<file path="config.mk">
export PLATFORM = sky130hd
export DESIGN_NAME = switch_box_config_loader
export DESIGN_NICKNAME = d
export VERILOG_FILES = /design/src/rtl/switch_box_config_loader.sv
export SDC_FILE = /design/constraint.sdc
export NUM_CORES = 1
export LEC_CHECK = 0
export ABC_CLOCK_PERIOD_IN_PS = 6300
export CORE_UTILIZATION = 55
export CTS_CLUSTER_SIZE = 16
export DETAILED_ROUTE_END_ITERATION = 12
export PLACE_DENSITY_LB_ADDON = 0.1
export SYNTH_ARGS = -nofsm -noshare
export SYNTH_HDL_FRONTEND = slang
export SYNTH_SLANG_ARGS = --single-unit
export TNS_END_PERCENT = 5
</file>
<file path="constraint.sdc">
create_clock -name clock -period 6.3 [get_ports clock]
set_input_delay 1.26 -clock clock [delete_from_list [all_inputs] [get_ports clock]]
set_output_delay 1.26 -clock clock [all_outputs]
set_load 0.01 [all_outputs]
</file>
<file path="src/rtl/switch_box_config_loader.sv">
// Writer side of the switch box configuration interface: gathers a stream of
// configuration words in a shadow register and commits the full vector atomically.
module switch_box_config_loader #(
    parameter int CONFIG_WIDTH = 384,
    parameter int WORD_WIDTH   = 32
) (
    input  logic                    clock,
    input  logic                    nreset,
    input  logic                    cfg_start,
    input  logic [WORD_WIDTH-1:0]   cfg_data,
    input  logic                    cfg_valid,
    output logic                    cfg_ready,
    output logic [CONFIG_WIDTH-1:0] config_out,
    output logic                    config_done,
    output logic                    cfg_busy
);

    localparam int NUM_WORDS = (CONFIG_WIDTH + WORD_WIDTH - 1) / WORD_WIDTH;
    localparam int CNT_W     = (NUM_WORDS > 1) ? $clog2(NUM_WORDS) : 1;
    localparam int SHADOW_W  = NUM_WORDS * WORD_WIDTH;
    localparam logic [CNT_W-1:0] LAST_IDX = CNT_W'(NUM_WORDS - 1);
    localparam logic [CNT_W-1:0] CNT_ONE  = CNT_W'(1);

    typedef enum logic [1:0] {
        IDLE = 2'b00,
        LOAD = 2'b01,
        DONE = 2'b10
    } state_t;

    state_t                  state_r;
    logic [CNT_W-1:0]        word_cnt_r;
    logic [SHADOW_W-1:0]     shadow_r;
    logic [CONFIG_WIDTH-1:0] config_out_r;
    logic                    config_done_r;
    logic                    cfg_ready_r;
    logic                    cfg_busy_r;

    logic                    handshake_s;
    logic                    last_word_s;
    logic [SHADOW_W-1:0]     merged_s;

    assign handshake_s = cfg_valid & cfg_ready_r;
    assign last_word_s = handshake_s & (word_cnt_r == LAST_IDX);

    // Shadow contents with the word currently on the bus dropped into its slot.
    always_comb begin
        merged_s = shadow_r;
        merged_s[int'(word_cnt_r) * WORD_WIDTH +: WORD_WIDTH] = cfg_data;
    end

    // Load FSM; the final word is merged straight into config_out so the commit
    // and the last handshake share one edge.
    always_ff @(posedge clock or negedge nreset) begin
        if (!nreset) begin
            state_r       <= IDLE;
            word_cnt_r    <= '0;
            shadow_r      <= '0;
            config_out_r  <= '0;
            config_done_r <= 1'b0;
            cfg_ready_r   <= 1'b0;
            cfg_busy_r    <= 1'b0;
        end else begin
            case (state_r)
                IDLE: begin
                    if (cfg_start) begin
                        state_r     <= LOAD;
                        word_cnt_r  <= '0;
                        shadow_r    <= '0;
                        cfg_ready_r <= 1'b1;
                        cfg_busy_r  <= 1'b1;
                    end else begin
                        state_r     <= IDLE;
                    end
                end
                LOAD: begin
                    if (cfg_start) begin
                        // Restart wins over any word offered in the same cycle.
                        word_cnt_r <= '0;
                        shadow_r   <= '0;
                    end else if (last_word_s) begin
                        config_out_r  <= merged_s[CONFIG_WIDTH-1:0];
                        config_done_r <= 1'b1;
                        cfg_ready_r   <= 1'b0;
                        cfg_busy_r    <= 1'b0;
                        word_cnt_r    <= '0;
                        shadow_r      <= '0;
                        state_r       <= DONE;
                    end else if (handshake_s) begin
                        shadow_r   <= merged_s;
                        word_cnt_r <= word_cnt_r + CNT_ONE;
                    end else begin
                        word_cnt_r <= word_cnt_r;
                    end
                end
                DONE: begin
                    if (cfg_start) begin
                        state_r       <= LOAD;
                        word_cnt_r    <= '0;
                        shadow_r      <= '0;
                        config_done_r <= 1'b0;
                        cfg_ready_r   <= 1'b1;
                        cfg_busy_r    <= 1'b1;
                    end else begin
                        state_r       <= DONE;
                    end
                end
                default: begin
                    state_r       <= IDLE;
                    word_cnt_r    <= '0;
                    shadow_r      <= '0;
                    config_done_r <= 1'b0;
                    cfg_ready_r   <= 1'b0;
                    cfg_busy_r    <= 1'b0;
                end
            endcase
        end
    end

    assign cfg_ready   = cfg_ready_r;
    assign config_out  = config_out_r;
    assign config_done = config_done_r;
    assign cfg_busy    = cfg_busy_r;

endmodule

</file>
==> flow_summary.yaml <==
sta:
  skew_ps: 20.0
  worstMarginPinSlew_ps: 1320
  fin_setup_tns_ps: 0
  slew_headroom_pct: 11.6
  fin_crit_sh_pct: 70.6
  fmax_mhz: 225
  rsz0062_at_grt: "false"
  fin_ws_ps: 1850
  finalHoldViolCount: 0
  whs_ps: 477
  layout_min_cycle_time_ps: 4450
  setup_viol: 0
  final-max-slew-violation-count: 0
finish:
  layout_commonest_cell: "dfrtp_1"
  nNetsFinal: 3182
  syn_to_final_growth_pct: 22.8
  final_core_util_pct: 68.9
  layout_common_cells: "dfrtp_1 (776), clkdlybuf4s50_1 (421), nand2_1 (405)"
  layout-drive-gt1-share_pct: 6.28
  diodes: 0
synth:
  synth_flop_cell: "dfrtp_1"
  syn_area_mm2: 0.0318
  synth_enable_flop_cells: 0
  yosysUniqueCellTypes: 40
  ys_seq_elements: 776
  synth_area_leaders: "dfrtp_1 (61%), mux2i_1 (8.3%), a22o_1 (7.8%)"
  synth_top_area_share_pct: 61.1
  yosysWarnings: 0
  syn-num-nets: 2906
  async_flop_share_pct: 100
  syn_inst: 2867
  synth_top_cell_by_area: "dfrtp_1"
  ys_seq_area_share_pct: 61.1
  synth.avg_cell_area_um2: 11.1
status:
  outcome: "completed"
cts:
  hold_buffers: 0
  cts_setup_buffers: 0
  clk_latency_ps: 620
  cts_buffers: 77
  max-clock-path-buffers: 3
  path_clk_slew_ps: 60
  cts_tree: "yes"
  cts_max_level: 3
  ctsResizeCount: 0
  clock-root-buffer: "clkbuf_16"
  cts.sinks: 776
critical_path:
  rr_startpoint: "word_cnt_r[0]"
  ff2ff_setup_slack_ps: 1850
  critical_path_class: "register to register"
  r2r-end: "shadow_r[375]"
  path_max_fanout: 25
  r2r_cells: 7
  cp-start-kind: "register"
  startpoint: "word_cnt_r[0]"
  crit_end: "shadow_r[375]"
  crit_required_ps: 6840
  worstSetupEndpointType: "register"
  cp.arrival_ps: 4990
route:
  drc_errors: 0
  firstDrtPassIters: 6
  routedWlPerCell_um: 23.0
  ant_nets: 0
  drt-total-wl_um: 90900
  drt-initial-drc-count: 2249
  via_per_inst: 6.00
  num_vias: 23800
min_path:
  hold_path.class: "register to register"
floorplan:
  dieArea_mm2: 0.0588
  fp.dieW_um: 242
  start_util_pct: 56.1
  ios: 423
  core_region_area_mm2: 0.0567
  std_cell_rows: 87
  die_h_um: 242
power:
  leakagePower_nw: 17.9
  ir_drop_uv: 173
  cellPowerDensity_mw_per_mm2: 253
placed_design:
  pre_cts_ws_ps: 1930
  numPortBuffers: 422
  place_congestion: 0.842
  hpwl_um: 58600
global_routing:
  grt-busiest-layer: "met2"
  grt_pass1_wl_um: 142000
  use_met1_pct: 43.8
  grt_max_degree: 173
  track_usage_pct: 31.1
  grt_pass1_vias: 23800
  met2_usage_pct: 48.6
  antenna_found_initial: 0
  grt_overflow: 0
  use_met3_pct: 6.66
flow_run:
  maxCapViolations: 0
## through the flow
step	area, um^2	power (mW)	instances
2_1_floorplan	31800	5.16	2867
3_3_place_gp	36500	5.36	3820
3_5_place_dp	36500	5.36	3820
4_1_cts	39100	9.95	3959
5_1_grt	39100	10.2	3959
6_report	39100	9.89	3959
## critical path: stages, from the launching register on
cell	delay (ps)
dfrtp_1	650
clkinv_1	350
ha_1	510
nor2b_1	850
nand3_2	610
buf_4	460
nor2_2	660
a22o_1	270
## power breakdown
part | total, mW | internal [mW] | switching [mW]
registers | 4.98 | 4.98 | 0.000000118
logic | 0.286 | 0.0459 | 0.240
clock network | 4.62 | 2.69 | 1.93
## metal layers
layer / wire length [um] / part of all wire (%)
met1: 38700 / 43
met2: 42800 / 47
met3: 7270 / 8.0
met4: 2120 / 2.3
met5: 0 / 0
## how the worst min path moves through the flow
stage,slack (ps),cells after the start,end,from
global placement,460,2,config_out[134],config_out[134]
detailed placement,470,2,config_out[80],config_out[80]
global route,490,1,shadow_r[276],shadow_r[276]
finish,480,2,config_out[155],config_out[155]
floorplan,460,1,shadow_r[256],shadow_r[256]
CTS,480,2,config_out[232],config_out[232]
## state kept, by name, summed over array words and instances, names as in the netlist
name	count
state_r	2
shadow_r	384
config_out	384
config_done	1
cfg_busy	1
word_cnt_r	4
## cell type report
class | count | area [um^2]
flip-flops and latches | 776 | 19400
fillers | 4177 | 17600
multi-input cells | 1808 | 11400
repair buffers | 476 | 4750
clock buffers | 118 | 2300
well taps | 756 | 946
clock inverters | 21 | 224
inverters | 4 | 15.0
## cells in the mapped netlist, types with 2 or more instances
library cell / n
a31oi_1: 32
nand4_1: 3
nor2_1: 190
o21ai_0: 200
dfrtp_1: 776
o2bb2ai_1: 100
a22o_1: 284
and2_1: 35
and3b_1: 2
a21o_1: 3
nor2_2: 2
and3_1: 2
buf_1: 10
nand2b_1: 5
xnor2_1: 2
buf_4: 4
nand4b_1: 2
nor2b_1: 2
nand3b_1: 3
clkbuf_1: 235
ha_1: 3
a21oi_1: 145
nand2_1: 407
inv_1: 3
mux2i_1: 264
nand3_1: 68
buf_2: 30
nor3_1: 6
o21ai_1: 38
## kinds of logic after synthesis
logic type               count (synthesis)  share of synthesized area, %
AO/OA/AOI/OAI                          806                          17.4
flip-flops                             776                          61.1
AND/OR/NAND/NOR                        731                          9.49
buffers and inverters                  283                          3.51
multiplexers                           265                          8.34
XOR/XNOR                                 3                        0.0826
adder cells (fa/ha/maj)                  3                         0.118
Power figures use the tool's default switching activity.
